**src/rtl/adder_wide_serial_ctrl_if.sv**
```systemverilog
// Bundle for the wide serial adder controller: upstream start handshake,
// downstream result handshake and the byte-wide bus to the registered adder.
//   start_valid/start_ready, op_a, op_b, cin_in : operation request
//   res_valid/res_ready, res_sum, res_cout       : wide result
//   add_a, add_b, add_cin / add_sum, add_cout    : to / from the 8-bit adder
//   busy                                         : controller not idle
// slave  : controller side.
// master : environment side (requester, consumer and the adder itself).
interface adder_wide_serial_ctrl_if #(
  parameter int NBYTES = 4
);
  localparam int W = 8 * NBYTES;

  logic         start_valid;
  logic         start_ready;
  logic [W-1:0] op_a;
  logic [W-1:0] op_b;
  logic         cin_in;
  logic [7:0]   add_a;
  logic [7:0]   add_b;
  logic         add_cin;
  logic [7:0]   add_sum;
  logic         add_cout;
  logic         res_valid;
  logic         res_ready;
  logic [W-1:0] res_sum;
  logic         res_cout;
  logic         busy;

  modport slave (
    input  start_valid, op_a, op_b, cin_in, add_sum, add_cout, res_ready,
    output start_ready, add_a, add_b, add_cin, res_valid, res_sum, res_cout, busy
  );

  modport master (
    output start_valid, op_a, op_b, cin_in, add_sum, add_cout, res_ready,
    input  start_ready, add_a, add_b, add_cin, res_valid, res_sum, res_cout, busy
  );
endinterface

```
**src/rtl/adder_wide_serial_ctrl.sv**
```systemverilog
// Serialises an NBYTES-wide addition onto a registered 8-bit adder with
// ADDER_LAT cycles of latency. Bytes go out LSB first; each byte's carry-out
// is fed back as the next byte's carry-in.
// Ports:
//   clk, rst_n : clock, async active-low reset
//   bus        : adder_wide_serial_ctrl_if.slave (start handshake, adder bus,
//                result handshake, busy)
// Each byte costs one ISSUE cycle plus ADDER_LAT WAIT cycles, so the result
// appears NBYTES*(ADDER_LAT+1) cycles after the accepting edge.
module adder_wide_serial_ctrl #(
  parameter int NBYTES    = 4,
  parameter int ADDER_LAT = 1
) (
  input  logic                     clk,
  input  logic                     rst_n,
  adder_wide_serial_ctrl_if.slave  bus
);
  localparam int W  = 8 * NBYTES;
  localparam int IW = (NBYTES > 1) ? $clog2(NBYTES) : 1;
  localparam int CW = $clog2(ADDER_LAT + 1);

  typedef enum logic [1:0] {IDLE, ISSUE, WAIT, DONE} state_t;

  state_t        state, state_d;
  logic [IW-1:0] idx;
  logic [CW-1:0] cnt;
  logic          carry;
  logic [W-1:0]  a_q, b_q, sum_q;
  logic          cout_q;
  logic          accept, last_beat, last_byte;

  assign accept    = (state == IDLE) && bus.start_valid;
  // Adder output for the current byte is valid in the final WAIT cycle.
  assign last_beat = (state == WAIT) && (cnt == CW'(1));
  assign last_byte = (idx == IW'(NBYTES - 1));

  assign bus.res_sum  = sum_q;
  assign bus.res_cout = cout_q;

  always_ff @(posedge clk or negedge rst_n) begin
    if (!rst_n) state <= IDLE;
    else        state <= state_d;
  end

  always_comb begin
    state_d         = state;
    bus.start_ready = 1'b0;
    bus.res_valid   = 1'b0;
    bus.busy        = 1'b1;
    bus.add_a       = 8'h00;
    bus.add_b       = 8'h00;
    bus.add_cin     = 1'b0;
    case (state)
      IDLE: begin
        bus.start_ready = 1'b1;
        bus.busy        = 1'b0;
        if (bus.start_valid) state_d = ISSUE;
      end
      ISSUE: begin
        bus.add_a   = a_q[idx*8 +: 8];
        bus.add_b   = b_q[idx*8 +: 8];
        bus.add_cin = carry;
        state_d     = WAIT;
      end
      WAIT: begin
        // Operands held for the whole adder latency so a multi-stage adder
        // never sees them change mid-flight.
        bus.add_a   = a_q[idx*8 +: 8];
        bus.add_b   = b_q[idx*8 +: 8];
        bus.add_cin = carry;
        if (cnt == CW'(1)) state_d = last_byte ? DONE : ISSUE;
      end
      DONE: begin
        bus.res_valid = 1'b1;
        if (bus.res_ready) state_d = IDLE;
      end
      default: state_d = IDLE;
    endcase
  end

  always_ff @(posedge clk or negedge rst_n) begin
    if (!rst_n) begin
      a_q    <= '0;
      b_q    <= '0;
      sum_q  <= '0;
      cout_q <= 1'b0;
      carry  <= 1'b0;
      idx    <= '0;
      cnt    <= '0;
    end else begin
      if (accept) begin
        a_q   <= bus.op_a;
        b_q   <= bus.op_b;
        carry <= bus.cin_in;
        idx   <= '0;
      end
      if (state == ISSUE)     cnt <= CW'(ADDER_LAT);
      else if (state == WAIT) cnt <= cnt - CW'(1);
      if (last_beat) begin
        sum_q[idx*8 +: 8] <= bus.add_sum;
        carry             <= bus.add_cout;
        if (last_byte) cout_q <= bus.add_cout;
        else           idx    <= idx + IW'(1);
      end
    end
  end
endmodule

```
**src/flat_wrapper.sv**
```systemverilog
// flat-port wrapper written by rule: the top's interface ports become plain ports
module adder_wide_serial_ctrl_flat 
#(
  parameter int NBYTES    = 4,
  parameter int ADDER_LAT = 1
)
  (clk, rst_n, bus_start_valid, bus_op_a, bus_op_b, bus_cin_in, bus_add_sum, bus_add_cout, bus_res_ready, bus_start_ready, bus_add_a, bus_add_b, bus_add_cin, bus_res_valid, bus_res_sum, bus_res_cout, bus_busy);
  adder_wide_serial_ctrl_if #(.NBYTES(NBYTES)) bus_i ();
  input  logic clk;
  input  logic rst_n;
  input wire logic [$bits(bus_i.start_valid)-1:0] bus_start_valid;
  input wire logic [$bits(bus_i.op_a)-1:0] bus_op_a;
  input wire logic [$bits(bus_i.op_b)-1:0] bus_op_b;
  input wire logic [$bits(bus_i.cin_in)-1:0] bus_cin_in;
  input wire logic [$bits(bus_i.add_sum)-1:0] bus_add_sum;
  input wire logic [$bits(bus_i.add_cout)-1:0] bus_add_cout;
  input wire logic [$bits(bus_i.res_ready)-1:0] bus_res_ready;
  output wire logic [$bits(bus_i.start_ready)-1:0] bus_start_ready;
  output wire logic [$bits(bus_i.add_a)-1:0] bus_add_a;
  output wire logic [$bits(bus_i.add_b)-1:0] bus_add_b;
  output wire logic [$bits(bus_i.add_cin)-1:0] bus_add_cin;
  output wire logic [$bits(bus_i.res_valid)-1:0] bus_res_valid;
  output wire logic [$bits(bus_i.res_sum)-1:0] bus_res_sum;
  output wire logic [$bits(bus_i.res_cout)-1:0] bus_res_cout;
  output wire logic [$bits(bus_i.busy)-1:0] bus_busy;
  assign bus_i.start_valid = bus_start_valid;
  assign bus_i.op_a = bus_op_a;
  assign bus_i.op_b = bus_op_b;
  assign bus_i.cin_in = bus_cin_in;
  assign bus_i.add_sum = bus_add_sum;
  assign bus_i.add_cout = bus_add_cout;
  assign bus_i.res_ready = bus_res_ready;
  assign bus_start_ready = bus_i.start_ready;
  assign bus_add_a = bus_i.add_a;
  assign bus_add_b = bus_i.add_b;
  assign bus_add_cin = bus_i.add_cin;
  assign bus_res_valid = bus_i.res_valid;
  assign bus_res_sum = bus_i.res_sum;
  assign bus_res_cout = bus_i.res_cout;
  assign bus_busy = bus_i.busy;
  adder_wide_serial_ctrl #(.NBYTES(NBYTES), .ADDER_LAT(ADDER_LAT)) u_core (.clk(clk), .rst_n(rst_n), .bus(bus_i));
endmodule
```
**config.mk**
```make
export PLATFORM = sky130hd
export DESIGN_NAME = adder_wide_serial_ctrl_flat
export DESIGN_NICKNAME = d
export VERILOG_FILES = /design/src/rtl/adder_wide_serial_ctrl_if.sv /design/src/rtl/adder_wide_serial_ctrl.sv /design/src/flat_wrapper.sv
export SDC_FILE = /design/constraint.sdc
export NUM_CORES = 1
export LEC_CHECK = 0
export CORE_ASPECT_RATIO = 0.8
export CORE_MARGIN = 8
export CORE_UTILIZATION = 40
export CTS_CLUSTER_SIZE = 12
export DETAILED_ROUTE_END_ITERATION = 10
export GPL_TIMING_DRIVEN = 0
export PLACE_DENSITY = 0.69
export SLEW_MARGIN = 20
export SYNTH_ARGS = -nofsm -noshare
export SYNTH_HDL_FRONTEND = slang
export SYNTH_SLANG_ARGS = --single-unit
```
**constraint.sdc**
```tcl
create_clock -name clk -period 2.7 [get_ports clk]
set_clock_uncertainty 0.1 [all_clocks]
set_input_delay 0.54 -clock clk [delete_from_list [all_inputs] [get_ports clk]]
set_output_delay 0.54 -clock clk [all_outputs]
set_load 0.005 [all_outputs]
```
==> summary.txt, run 1 <==
Run status
  – Status: complete, no violations

Final layout
  – Layout cells sized above 1: 25.35%
  – Final instance area: 0.006663 mm2
  – Fin cells: 645
  – Antenna diodes: 0
  – # nets final: 580
  – Fin util: 58.52%
  – Area Growth Syn to Fin: 44.31%

Detailed routing
  – WL met3: 854 um
  – Drt drc: 0
  – Highest metal used: met4
  – Post-route ant nets: 0
  – Met2 WL: 5.603 mm
  – Vias per cell: 4.980
  – DRT Wirelength: 11.67 mm
  – M1 WL: 5.046 mm
  – Via count: 3212
  – Starting DRT DRC Count: 112
  – Length of the first detailed-routing pass in iterations: 4
  – WL per Instance: 18.10 um

Global route
  – Vias in the first global route: 3555
  – Gr usage total: 15.88%
  – Overflow after GRT: 0
  – Largest net degree at the start of global routing: 60
  – First-pass GRT wire length: 18.91 mm
  – Initial antenna violation count: 0

Logic synthesis
  – Synth top cells by count: 103 x dfrtp_1, 54 x mux2_2, 41 x nand2_1
  – Synth cell types: 29
  – Post-synth top area cell: dfrtp_1
  – Synthesized flop and latch total: 103
  – Ys Warns: 0
  – Synth Area per Inst: 13.91 um2
  – Post-Syn Instances: 332
  – Top-count cell post-synth: dfrtp_1
  – Mapped cell area: 0.004617 mm2
  – Post-synth EDFFs: 0
  – Asr flop ratio synth: 100.0%
  – Largest cells by area after synthesis: dfrtp_1 56%, mux2_2 13%, mux4_2 7.8%
  – Ys flop type: dfrtp_1
  – Mapped Nets: 420
  – Synth top area share: 55.83%
  – Sequential element share of the synthesized area: 55.83%

Floorplanning
  – Io pins: 131
  – Die height: 112.1 um
  – Starting Density: 40.55%
  – Core area: 0.01139 mm2
  – Die Width: 136.1 um
  – # rows: 35
  – DIE AREA: 0.01526 mm2

Place
  – I/O Buffers: 130
  – Setup WS pre-CTS: -130.1 ps
  – Routability cong.: 0.7607
  – DP HPWL: 8.649 mm
  – Placed cell count: 611
  – Dpl cell area: 0.006132 mm2

Clocking
  – Worst skew pair latency: 340 ps
  – CTS Buf Count: 9
  – Worst-path clk slew: 70 ps
  – CTS root buf: clkbuf_16
  – Clock buffer depth: 2
  – CTS tree: done
  – Level count of the clock H-tree: 3
  – # clock sinks: 103

Timing
  – Worst hold slack: 15.02 ps
  – Worst-Margin Slew: 487.2 ps
  – PnR worst setup slack: 65.13 ps
  – Final Cycle Share: 97.59%
  – Slew Viols, Final: 0
  – Setup violations, final: 0
  – Unrepaired setup endpoints after global routing: false
  – Max-slew headroom: 67.38%
  – Hold Vio Cnt, Final: 0
  – Final min period: 2635 ps
  – Fmax: 379.5 MHz

Critical path
  – Crit Path Class: flip-flop to primary output
  – Worst path arrival time: 1990 ps
  – CP required: 2060 ps
  – Crit Path Max Fanout: 7
  – CP startpoint kind: flip-flop
  – Crit end category: primary output

Worst hold path
  – Worst hold path class: primary input to async pin

Power and ir drop
  – Worst VDD drop: 467.5 uV
  – P per Cell Area: 1131 mW/mm2
  – Leakage: 2.943 nW

Job
  – Max cap viols: 0
-- worst paths after layout --
check,from,endpoint,slack [ps],cells after the start
max,u_core.idx[0],bus_add_b[1],70,4
min,rst_n,u_core.bus.res_sum[24],20,1
max reg2reg,u_core.idx[0],u_core.bus.res_sum[29],520,7
min reg2reg,u_core.bus.res_sum[30],u_core.bus.res_sum[30],390,2
max in group asynchronous,rst_n,u_core.b_q[22],1860,2
min in group clk,u_core.bus.res_sum[30],u_core.bus.res_sum[30],390,2
-- power breakdown --
| part | leakage (nW) | internal, mW | switching [mW] |
|---|---|---|---|
| Clock | 0.160 | 0.862 | 0.547 |
| Sequential | 1.26 | 2.27 | 0.373 |
| Combinational | 1.52 | 2.18 | 1.31 |
-- final cells by class --
class,instances,area (um2)
Buffer,17,150.1
Clock buffer,13,260.3
Clock inverter,3,65.06
Fill cell,952,4723
Inverter,5,18.77
Multi-Input combinational cell,207,1923
Sequential cell,103,2579
Tap cell,148,185.2
Timing Repair Buffer,149,1481
-- stage by stage --
| stage | setup TNS (ps) | total power, mW |
|---|---|---|
| final | 0 | 7.534 |
| after global routing | 0 | 8.071 |
| after CTS | -22.76 | 7.548 |
| after detailed placement | -1056 | 6.007 |
| after global placement | -296550 | 5.919 |
| after floorplan | 0 | 4.457 |
-- timing repair --
action | CTS | global route
hold buffers | 0 | 0
pin swaps | 0 | 1
buffers inserted | 4 | 14
setup endpoints to repair | 17 | 11
resized for setup | 19 | 9
-- cell families (layout without fill, tap and decap cells) --
kind of cell | count (synthesis) | after routing | share of synthesized area [%]
AOI/OAI and AO/OA | 37 | 37 | 5.420
DFF | 103 | 103 | 55.83
adders and majority gates | 10 | 10 | 2.710
and+or+nand+nor | 77 | 77 | 9.160
buffers and inverters | 22 | 187 | 2.791
muxes | 83 | 83 | 24.09
-- cell usage in the layout (no fill, tap or decap), types with 2 or more instances in the layout --
cell / Yosys / layout
clkdlybuf4s50_1: 0 / 115
dfrtp_1: 103 / 102
mux2_2: 54 / 54
nand2_1: 41 / 41
buf_4: 4 / 22
and2_1: 17 / 17
mux4_2: 16 / 16
o21ai_1: 16 / 16
a22o_1: 16 / 16
mux2_1: 11 / 11
ha_1: 10 / 9
clkbuf_16: 0 / 9
dlymetal6s2s_1: 0 / 9
inv_1: 5 / 5
buf_2: 7 / 5
nor2_1: 5 / 5
dlygate4sd2_1: 0 / 5
buf_6: 3 / 4
clkbuf_1: 3 / 4
clkbuf_8: 0 / 3
nand2b_1: 3 / 3
nand3_1: 3 / 3
buf_12: 0 / 2
o21ai_0: 2 / 2
mux2i_1: 2 / 2
nor4_4: 2 / 2
bufinv_16: 0 / 2
-- layer usage --
metal	up-vias	track usage [%]
met2	90	25.93
met5	-	0
met4	0	4.237
met3	14	6.205
li1	1502	-
met1	1606	19.12
-- worst max-delay path, cell delays in order (launching register included) --
cell	delay, ps
dfrtp_2	420
buf_12	140
mux4_2	480
and2_1	170
clkdlybuf4s50_1	440
-- flip-flops by register name, summed over array words and instances (netlist names) --
signal               flops
u_core.cnt               1
u_core.state             2
u_core.bus.res_sum      32
u_core.a_q              32
u_core.b_q              32
u_core.bus.res_cout      1
u_core.carry             1
u_core.idx               2
No activity file was read; power rests on OpenSTA's default activity.
==> run 2, diff against run 1 <==
--- a/config.mk
+++ b/config.mk
@@ -12,7 +12,6 @@
 export DETAILED_ROUTE_END_ITERATION = 10
 export GPL_TIMING_DRIVEN = 0
 export PLACE_DENSITY = 0.69
-export SLEW_MARGIN = 20
 export SYNTH_ARGS = -nofsm -noshare
 export SYNTH_HDL_FRONTEND = slang
 export SYNTH_SLANG_ARGS = --single-unit
==> run 2 against run 1 <==
Count of clock-buffer cells in the layout unchanged. Worst hold slack improved by 80 ps. Via count about the same. First-iteration DRC count unchanged. Die area unchanged. Combinational power about the same. Critical endpoint unchanged.
==> summary.txt, run 2 (same netlist as run 1, synthesis figures left out) <==
Clocking
  – CTS Buf Count: 9
  – # clock sinks: 103
  – CTS tree: done
  – Worst skew pair latency: 340 ps
  – Clock buffer depth: 2
  – Hold_buf cts: 0
  – CTS root buf: clkbuf_16
  – Level count of the clock H-tree: 3
  – Worst-path clk slew: 70 ps

Power and ir drop
  – Total power: 7.533 mW
  – Worst VDD drop: 467.5 uV
  – P per Cell Area: 1131 mW/mm2
  – Leakage: 2.942 nW

Floorplanning
  – Io pins: 131
  – Die height: 112.1 um
  – Die Width: 136.1 um
  – DIE AREA: 0.01526 mm2
  – Core area: 0.01139 mm2
  – # rows: 35
  – Starting Density: 40.55%

Timing
  – Worst-Margin Slew: 583.4 ps
  – Hold Vio Cnt, Final: 0
  – Slew Viols, Final: 0
  – Fmax: 379.5 MHz
  – Max-slew headroom: 61.11%
  – Final Cycle Share: 97.59%
  – Unrepaired setup endpoints after global routing: false
  – Final min period: 2635 ps
  – Setup violations, final: 0

Global route
  – Gr usage total: 15.88%
  – Vias in the first global route: 3555
  – Initial antenna violation count: 0
  – Overflow after GRT: 0
  – Largest net degree at the start of global routing: 60
  – First-pass GRT wire length: 18.91 mm

Final layout
  – Area Growth Syn to Fin: 44.23%
  – Antenna diodes: 0
  – FF/Latch Area: 0.002579 mm2
  – Most common cell after layout, fill and taps aside: clkdlybuf4s50_1
  – Most frequent cells in the layout: 115 x clkdlybuf4s50_1, 102 x dfrtp_1, 54 x mux2_2
  – # nets final: 580
  – Fillers: 953
  – Area of the multi-input gates: 0.001923 mm2
  – Fin cells: 645
  – Layout cells sized above 1: 25.35%

Critical path
  – Reg2reg path depth: 7
  – Max stage delay on crit path: 480 ps
  – Worst path arrival time: 1990 ps
  – Worst-path cell chain: buf_12, mux4_2, and2_1, clkdlybuf4s50_1
  – CP required: 2060 ps
  – CP startpoint kind: flip-flop
  – R2R Path Start: u_core.idx[0]
  – Crit Path Class: flip-flop to primary output
  – Crit end category: primary output
  – Worst path slowest cell: mux4_2
  – Crit Path Max Fanout: 7
  – Reg2reg setup slack: 520 ps
  – Reg2reg end: u_core.bus.res_sum[29]

Detailed routing
  – WL per Instance: 18.09 um
  – Post-route ant nets: 0
  – Length of the first detailed-routing pass in iterations: 4
  – Drt drc: 0
  – Vias per cell: 4.981
  – Starting DRT DRC Count: 112
  – Via count: 3213
  – DRT Wirelength: 11.67 mm

Place
  – DP HPWL: 8.649 mm
  – Placed cell count: 611
  – I/O Buffers: 130
  – Routability cong.: 0.7607

Worst hold path
  – Worst hold path class: primary input to async pin

Run status
  – Status: complete, no violations

Job
  – Max cap viols: 0
run 2: changes by cell type in the layout (fill, tap and decap cells not counted):
cell,before,now
buf_6,4,3
buf_4,22,23
run 2: timing repair:
action                                  in CTS  in global routing
endpoints found under the setup margin      17                 11
buffers inserted                             4                 14
gates resized for setup                     19                  9
pin swaps                                    0                  1
endpoints found under the hold margin        0                  0
run 2: metal layers:
layer / vias up / routed length (um) / GRT usage (%)
li1: 1502 / - / -
met1: 1607 / 5042 / 19.12
met2: 90 / 5604 / 25.93
met3: 14 / 855 / 6.205
met4: 0 / 167 / 4.237
met5: - / 0 / 0
run 2: power breakdown:
| part | internal, mW | switching [mW] |
|---|---|---|
| Combinational | 2.18 | 1.31 |
| Sequential | 2.27 | 0.373 |
| Clock | 0.862 | 0.547 |
| Total | 5.30 | 2.23 |
run 2: critical path, delay by kind of cell, from the launching register on:
family	cells	cell delay [ps]
buffers and inverters	2	580
flip-flops	1	420
multiplexers	1	480
AND/OR/NAND/NOR	1	170
run 2: worst max path at each step:
stage | slack, ps | cells past startpoint | startpoint | to
floorplan | 650 | 7 | u_core.idx[1] | u_core.bus.res_sum[16]
global placement | -2870 | 1 | rst_n | u_core.b_q[25]
detailed placement | -130 | 5 | u_core.state[0] | bus_add_b[3]
CTS | -10 | 4 | u_core.idx[0] | bus_add_b[3]
global route | 3 | 4 | u_core.idx[0] | bus_add_b[1]
finish | 70 | 4 | u_core.idx[0] | bus_add_b[1]
run 2: stage by stage:
step                hold WS [ps]  worst slack [ps]  utilization, %  instance area [um2]  setup TNS, ps
detailed placement         377.0            -130.1           53.82                 6128          -1056
finish                     95.49             65.08           58.48                 6659              0
CTS                        110.9            -10.73           57.36                 6531         -22.76
global placement           368.6             -2874           53.60                 6103        -296550
floorplan                  144.4             649.7               -                 4617              0
global route               132.7             2.657           58.48                 6659              0
run 2: cell type report:
cell class,count,area share (%)
timing repair buffer,149,22.19
clock inverter,3,0.9771
clock buffer,13,3.908
multi-input combinational,207,28.88
sequential,103,38.73
buffer,17,2.255
inverter,5,0.2818
tap,148,2.781
